===== config.mk =====
export PLATFORM = sky130hd
export DESIGN_NAME = time_set_ctrl
export DESIGN_NICKNAME = d
export VERILOG_FILES = /design/src/rtl/time_set_ctrl.sv
export SDC_FILE = /design/constraint.sdc
export NUM_CORES = 1
export LEC_CHECK = 0
export CAP_MARGIN = 20
export CORE_MARGIN = 1.5
export CORE_UTILIZATION = 35
export DETAILED_ROUTE_END_ITERATION = 8
export PLACE_DENSITY_LB_ADDON = 0.05
export SLEW_MARGIN = 20
export SYNTH_ARGS = -nofsm -noshare
export SYNTH_HDL_FRONTEND = slang
export SYNTH_SLANG_ARGS = --single-unit

===== constraint.sdc =====
create_clock -name CLK100MHZ -period 4.1 [get_ports CLK100MHZ]
set_clock_uncertainty 0.1 [all_clocks]
set_input_delay 0.82 -clock CLK100MHZ [delete_from_list [all_inputs] [get_ports CLK100MHZ]]
set_output_delay 0.82 -clock CLK100MHZ [all_outputs]
set_load 0.005 [all_outputs]

===== src/rtl/time_set_ctrl.sv =====
// User-entry controller for the BCD time/alarm load: snapshots the live time,
// lets the user edit hr/min/sec with BCD wrap, then strobes the load into the clock core.
module time_set_ctrl #(
    parameter int TIMEOUT_CYCLES   = 1000000000,
    parameter int NEW_PULSE_CYCLES = 4
) (
    input  logic        CLK100MHZ,
    input  logic        reset,
    input  logic        btn_time,
    input  logic        btn_alarm,
    input  logic        btn_next,
    input  logic        btn_up,
    input  logic        btn_down,
    input  logic        btn_cancel,
    input  logic [23:0] cur_time,
    output logic [23:0] itime,
    output logic        set,
    output logic        new_pulse,   // load strobe into the clock core
    output logic        editing,
    output logic [1:0]  field
);

    typedef enum logic [2:0] {
        IDLE,
        EDIT_HR,
        EDIT_MIN,
        EDIT_SEC,
        COMMIT
    } state_t;

    localparam logic [29:0] TIMEOUT_LAST = 30'(TIMEOUT_CYCLES - 1);
    localparam logic [3:0]  PULSE_LAST   = 4'(NEW_PULSE_CYCLES - 1);

    localparam int B_TIME   = 0;
    localparam int B_ALARM  = 1;
    localparam int B_UP     = 2;
    localparam int B_DOWN   = 3;
    localparam int B_NEXT   = 4;
    localparam int B_CANCEL = 5;

    state_t      state;
    logic [5:0]  btn_s;
    logic [5:0]  btn_d;
    logic [5:0]  btn_edge;
    logic [29:0] timer;
    logic [3:0]  pulse_cnt;
    logic [23:0] alarm_shadow;
    logic [23:0] bumped;
    logic [23:0] snapshot;

    // ---------------- BCD field helpers ----------------
    function automatic logic [7:0] clamp_hr(input logic [7:0] h);
        if (h[3:0] > 4'd9 || h[7:4] > 4'd2 || h == 8'h00 || h > 8'h24)
            return 8'h24;
        return h;
    endfunction

    function automatic logic [7:0] clamp_60(input logic [7:0] v);
        if (v[3:0] > 4'd9 || v > 8'h59)
            return 8'h00;
        return v;
    endfunction

    function automatic logic [7:0] inc_hr(input logic [7:0] h);
        if (h == 8'h24)
            return 8'h01;
        if (h[3:0] == 4'd9)
            return {h[7:4] + 4'd1, 4'd0};
        return {h[7:4], h[3:0] + 4'd1};
    endfunction

    function automatic logic [7:0] dec_hr(input logic [7:0] h);
        if (h == 8'h01)
            return 8'h24;
        if (h[3:0] == 4'd0)
            return {h[7:4] - 4'd1, 4'd9};
        return {h[7:4], h[3:0] - 4'd1};
    endfunction

    function automatic logic [7:0] inc_60(input logic [7:0] v);
        if (v == 8'h59)
            return 8'h00;
        if (v[3:0] == 4'd9)
            return {v[7:4] + 4'd1, 4'd0};
        return {v[7:4], v[3:0] + 4'd1};
    endfunction

    function automatic logic [7:0] dec_60(input logic [7:0] v);
        if (v == 8'h00)
            return 8'h59;
        if (v[3:0] == 4'd0)
            return {v[7:4] - 4'd1, 4'd9};
        return {v[7:4], v[3:0] - 4'd1};
    endfunction

    // Rising edge of the registered button, so actions land one cycle after the press.
    assign btn_edge = btn_s & ~btn_d;

    assign snapshot = {clamp_hr(cur_time[23:16]), clamp_60(cur_time[15:8]), clamp_60(cur_time[7:0])};

    always_comb begin
        // NOTE: default first so no path leaves bumped unassigned (no latch).
        bumped = itime;
        unique case (state)
            EDIT_HR:  bumped[23:16] = btn_edge[B_UP] ? inc_hr(itime[23:16]) : dec_hr(itime[23:16]);
            EDIT_MIN: bumped[15:8]  = btn_edge[B_UP] ? inc_60(itime[15:8])  : dec_60(itime[15:8]);
            EDIT_SEC: bumped[7:0]   = btn_edge[B_UP] ? inc_60(itime[7:0])   : dec_60(itime[7:0]);
            default:  bumped = itime;
        endcase
    end

    always_ff @(posedge CLK100MHZ) begin
        if (reset) begin
            // Edge registers start high so a button held through reset never fires.
            btn_s        <= '1;
            btn_d        <= '1;
            state        <= IDLE;
            itime        <= 24'h240000;
            alarm_shadow <= 24'h240000;
            set          <= 1'b0;
            new_pulse    <= 1'b0;
            editing      <= 1'b0;
            field        <= 2'd0;
            timer        <= '0;
            pulse_cnt    <= '0;
        end else begin
            // NOTE: non-blocking throughout so every register sees pre-edge values.
            btn_s <= {btn_cancel, btn_next, btn_down, btn_up, btn_alarm, btn_time};
            btn_d <= btn_s;

            unique case (state)
                IDLE: begin
                    if (btn_edge[B_TIME] || btn_edge[B_ALARM]) begin
                        itime   <= btn_edge[B_TIME] ? snapshot : alarm_shadow;
                        set     <= btn_edge[B_TIME];
                        state   <= EDIT_HR;
                        editing <= 1'b1;
                        field   <= 2'd1;
                        timer   <= '0;
                    end
                end

                EDIT_HR, EDIT_MIN, EDIT_SEC: begin
                    if (btn_edge[B_CANCEL]) begin
                        state   <= IDLE;
                        editing <= 1'b0;
                        field   <= 2'd0;
                    end else if (btn_edge[B_NEXT]) begin
                        timer <= '0;
                        if (state == EDIT_SEC) begin
                            state     <= COMMIT;
                            new_pulse <= 1'b1;
                            pulse_cnt <= '0;
                            editing   <= 1'b0;
                            field     <= 2'd0;
                            if (!set)
                                alarm_shadow <= itime;
                        end else begin
                            state <= (state == EDIT_HR) ? EDIT_MIN : EDIT_SEC;
                            field <= field + 2'd1;
                        end
                    end else if (btn_edge[B_UP] || btn_edge[B_DOWN]) begin
                        timer <= '0;
                        if (btn_edge[B_UP] != btn_edge[B_DOWN])
                            itime <= bumped;
                    end else if (timer == TIMEOUT_LAST) begin
                        state   <= IDLE;
                        editing <= 1'b0;
                        field   <= 2'd0;
                    end else begin
                        timer <= timer + 30'd1;
                    end
                end

                COMMIT: begin
                    if (pulse_cnt == PULSE_LAST) begin
                        state     <= IDLE;
                        new_pulse <= 1'b0;
                    end else begin
                        pulse_cnt <= pulse_cnt + 4'd1;
                    end
                end

                default: begin
                    state     <= IDLE;
                    new_pulse <= 1'b0;
                    editing   <= 1'b0;
                    field     <= 2'd0;
                end
            endcase
        end
    end

endmodule


==> flow_metrics.py <==
metrics = {
    "status": {
        "outcome": "finished, final reports clean",
    },
    "pwr": {
        "power_leakage_nw": 2.47,
        "p_per_area_mw_per_mm2": 367,
        "p_comb_share_pct": 22.1,
        "peakVddDrop_mv": 0.196,
        "p_sw_mw": 0.803,
        "internal_power_mw": 1.89,
        "pwr-share-seq_pct": 40.3,
        "p_clk_share_pct": 37.6,
        "swShare_pct": 29.8,
    },
    "synthesis": {
        "syn_inst": 816,
        "synth_area_mm2": 0.00622,
        "yosys_warnings": 0,
        "synth_edf_count": 0,
        "yosysTopAreaCellShare_pct": 32.8,
        "ys_ff_latch": 102,
        "seq_area_frac_synth_pct": 32.8,
        "async_reset_ff_share_pct": 0,
        "synth_nets": 872,
        "ys_types": 67,
        "ys.flop_type": "dfxtp_1",
        "syn_avg_cell_area_um2": 7.63,
        "synth_area_leaders": "dfxtp_1 33%, nand2_1 7.2%, a21oi_1 6.5%",
        "synth_top_area_cell": "dfxtp_1",
    },
    "final_layout": {
        "n_antenna_cell": 0,
        "fillers": 1749,
        "multiInputGateArea_mm2": 0.00386,
        "syn_to_final_growth_pct": 17.7,
        "ff_latch_area_mm2": 0.00204,
        "nets": 898,
        "drive_gt1_share_pct": 6.97,
    },
    "clock_network": {
        "htree_levels": 3,
        "cts_tree": "built",
        "root_buffer": "clkbuf_16",
        "postCtsHoldBufs": 0,
        "postCtsSetupBuffers": 0,
        "cts_buffer_depth": 2,
        "insertion_delay_ns": 0.35,
        "numCtsBuffers": 9,
        "clk_pin_slew_ns": 0.07,
        "cts_resized": 0,
        "cts.sink_count": 102,
    },
    "die": {
        "coreArea_mm2": 0.0174,
        "initial_core_util_pct": 35.9,
        "chipWidth_um": 136,
        "io_pins": 61,
        "rows": 48,
        "die_area_mm2": 0.0186,
        "die_y_um": 136,
    },
    "timing": {
        "finalCriticalPeriod_ns": 2.68,
        "finalSetupViolCount": 0,
        "grt_setup_unrepaired": "false",
        "slew_violations": 0,
        "relSlewSlack_pct": 34.9,
        "holdWs_ns": 0.358,
        "final.setup.tns_ns": 0,
        "worstMarginPinSlew_ns": 0.969,
        "hold_violations": 0,
        "fmax_ghz": 0.373,
        "finalCritPeriodShare_pct": 65.3,
    },
    "setup_path": {
        "arrival_ns": 2.85,
        "cp-start-kind": "flip-flop",
        "required_ns": 4.28,
        "crit_type": "flip-flop to flip-flop",
        "cp_max_fo": 15,
        "cp-end-kind": "flip-flop",
    },
    "routing": {
        "wirelength_mm": 18.7,
        "dr.first_iter.drc_count": 420,
        "wire_per_inst_um": 17.5,
        "remaining_drc_errors": 0,
        "viasPerCell": 5.88,
        "route.vias.total": 6308,
        "first_pass_iters": 5,
        "final_antenna_net_count": 0,
    },
    "global_routing": {
        "antenna_found_initial": 0,
        "grt_pass1_vias": 5924,
        "grt_overflow_total": 0,
        "grt_use_total_pct": 20.8,
        "grt_max_degree": 67,
        "grt_pass1_wl_mm": 30.6,
    },
    "placement": {
        "numPortBuffers": 60,
        "place.gp.congestion": 0.801,
        "place_hpwl_mm": 12.9,
    },
    "min_path": {
        "hold_class": "flip-flop to flip-flop",
    },
    "run": {
        "cap_violations": 0,
    },
}
synthesized netlist by cell type (4+ instances only):
| cell type | count |
|---|---|
| or2_2 | 16 |
| a221oi_1 | 6 |
| nor2_1 | 29 |
| nor4_1 | 8 |
| nand2_1 | 119 |
| mux2i_1 | 5 |
| a311oi_1 | 7 |
| and3_1 | 7 |
| a31oi_1 | 12 |
| xor2_1 | 5 |
| ha_1 | 24 |
| dfxtp_1 | 102 |
| o32ai_1 | 4 |
| clkbuf_1 | 48 |
| a211oi_1 | 7 |
| o211ai_1 | 24 |
| nand4_1 | 19 |
| o22ai_1 | 6 |
| o31ai_1 | 14 |
| a21o_1 | 5 |
| or3_1 | 5 |
| a21oi_1 | 81 |
| o21ai_0 | 32 |
| nand3b_1 | 8 |
| o21bai_1 | 4 |
| o31a_1 | 5 |
| or4_1 | 26 |
| nand3_1 | 46 |
| nand2b_1 | 10 |
| buf_2 | 5 |
| nor2b_1 | 8 |
| nor4b_1 | 4 |
| inv_1 | 30 |
| nor3_1 | 23 |
| o21a_1 | 5 |
metal layers:
metal  part of all wire (%)  up-vias  GRT usage (%)
met5                      0        -              0
met1                     49     3014           29.1
met2                     44      182           32.4
met4                    2.1        0           8.04
li1                       -     3086              -
met3                    4.4       26           2.57
power groups by stage:
stage	Combinational, mW	Clock, mW	Sequential (mW)
after global routing	0.662	1.08	1.09
after detailed placement	0.591	0	1.11
after global placement	0.590	0	1.11
after floorplan	0.403	0	1.08
after CTS	0.595	1.05	1.08
final	0.595	1.01	1.09
path summary, 6_finish.rpt:
| check | startpoint | to | slack [ns] | cells after the start |
|---|---|---|---|---|
| setup / recovery | state[0] | timer[4] | 1.42 | 5 |
| hold / removal | alarm_shadow[12] | alarm_shadow[12] | 0.36 | 2 |
| setup reg to reg | state[0] | timer[4] | 1.42 | 5 |
| hold reg to reg | alarm_shadow[12] | alarm_shadow[12] | 0.36 | 2 |
sequential cells by signal (all words and copies together) (netlist names):
name          cells
pulse_cnt         4
btn_s             6
btn_d             6
itime            24
set               1
alarm_shadow     24
editing           1
field             2
new_pulse         1
state             3
timer            30
area by class of cell:
class,count,share of cell area (%)
Multi-Input combinational cell,628,52.7
Clock inverter,3,1.23
Sequential cell,102,27.9
Timing Repair Buffer,71,9.25
Inverter,30,1.54
Tap cell,225,3.84
Clock buffer,13,3.55
stage by stage:
step | total power [mW] | instance area, um^2 | setup WS, ns | cells | util [%]
CTS | 2.72 | 7330 | 1.44 | 1072 | 42.2
floorplan | 1.48 | 6220 | 1.21 | 816 | -
detailed placement | 1.70 | 6980 | 1.38 | 1056 | 40.2
global route | 2.83 | 7330 | 1.23 | 1072 | 42.2
global placement | 1.70 | 6980 | 1.37 | 1056 | 40.2
finish | 2.69 | 7330 | 1.42 | 1072 | 42.2
placed cells by master (no fill, tap or decap), types with 5 or more instances in the layout:
master and n:
a211oi_1 7, a21o_1 5, a21oi_1 81, a221oi_1 6
a311oi_1 7, a31oi_1 11, and3_1 7, buf_4 11
clkbuf_16 9, clkdlybuf4s50_1 59, dfxtp_1 102, ha_1 24
inv_1 30, mux2i_1 5, nand2_1 119, nand2b_1 10
nand3_1 46, nand3b_1 8, nand4_1 19, nor2_1 29
nor2b_1 8, nor3_1 23, nor4_1 8, o211ai_1 24
o21a_1 5, o21ai_0 32, o22ai_1 6, o31a_1 5
o31ai_1 14, or2_2 16, or3_1 5, or4_1 26
xor2_1 5
critical path, stage by stage, from the launching register on:
cell and delay (ns):
dfxtp_1 0.43, or2_2 0.42, a21oi_2 0.44, nand2_1 0.43, or4_1 0.61, a21oi_1 0.18
cells by family after synthesis:
kind of cell / Yosys count / synth area share [%]
flops: 102 / 32.8
simple gates: 349 / 29.6
fa+ha+maj: 24 / 4.82
mux: 6 / 0.985
xor+xnor: 8 / 1.13
buf+inv: 86 / 5.41
compound gates: 241 / 25.3
No activity file was read; power rests on OpenSTA's default activity.
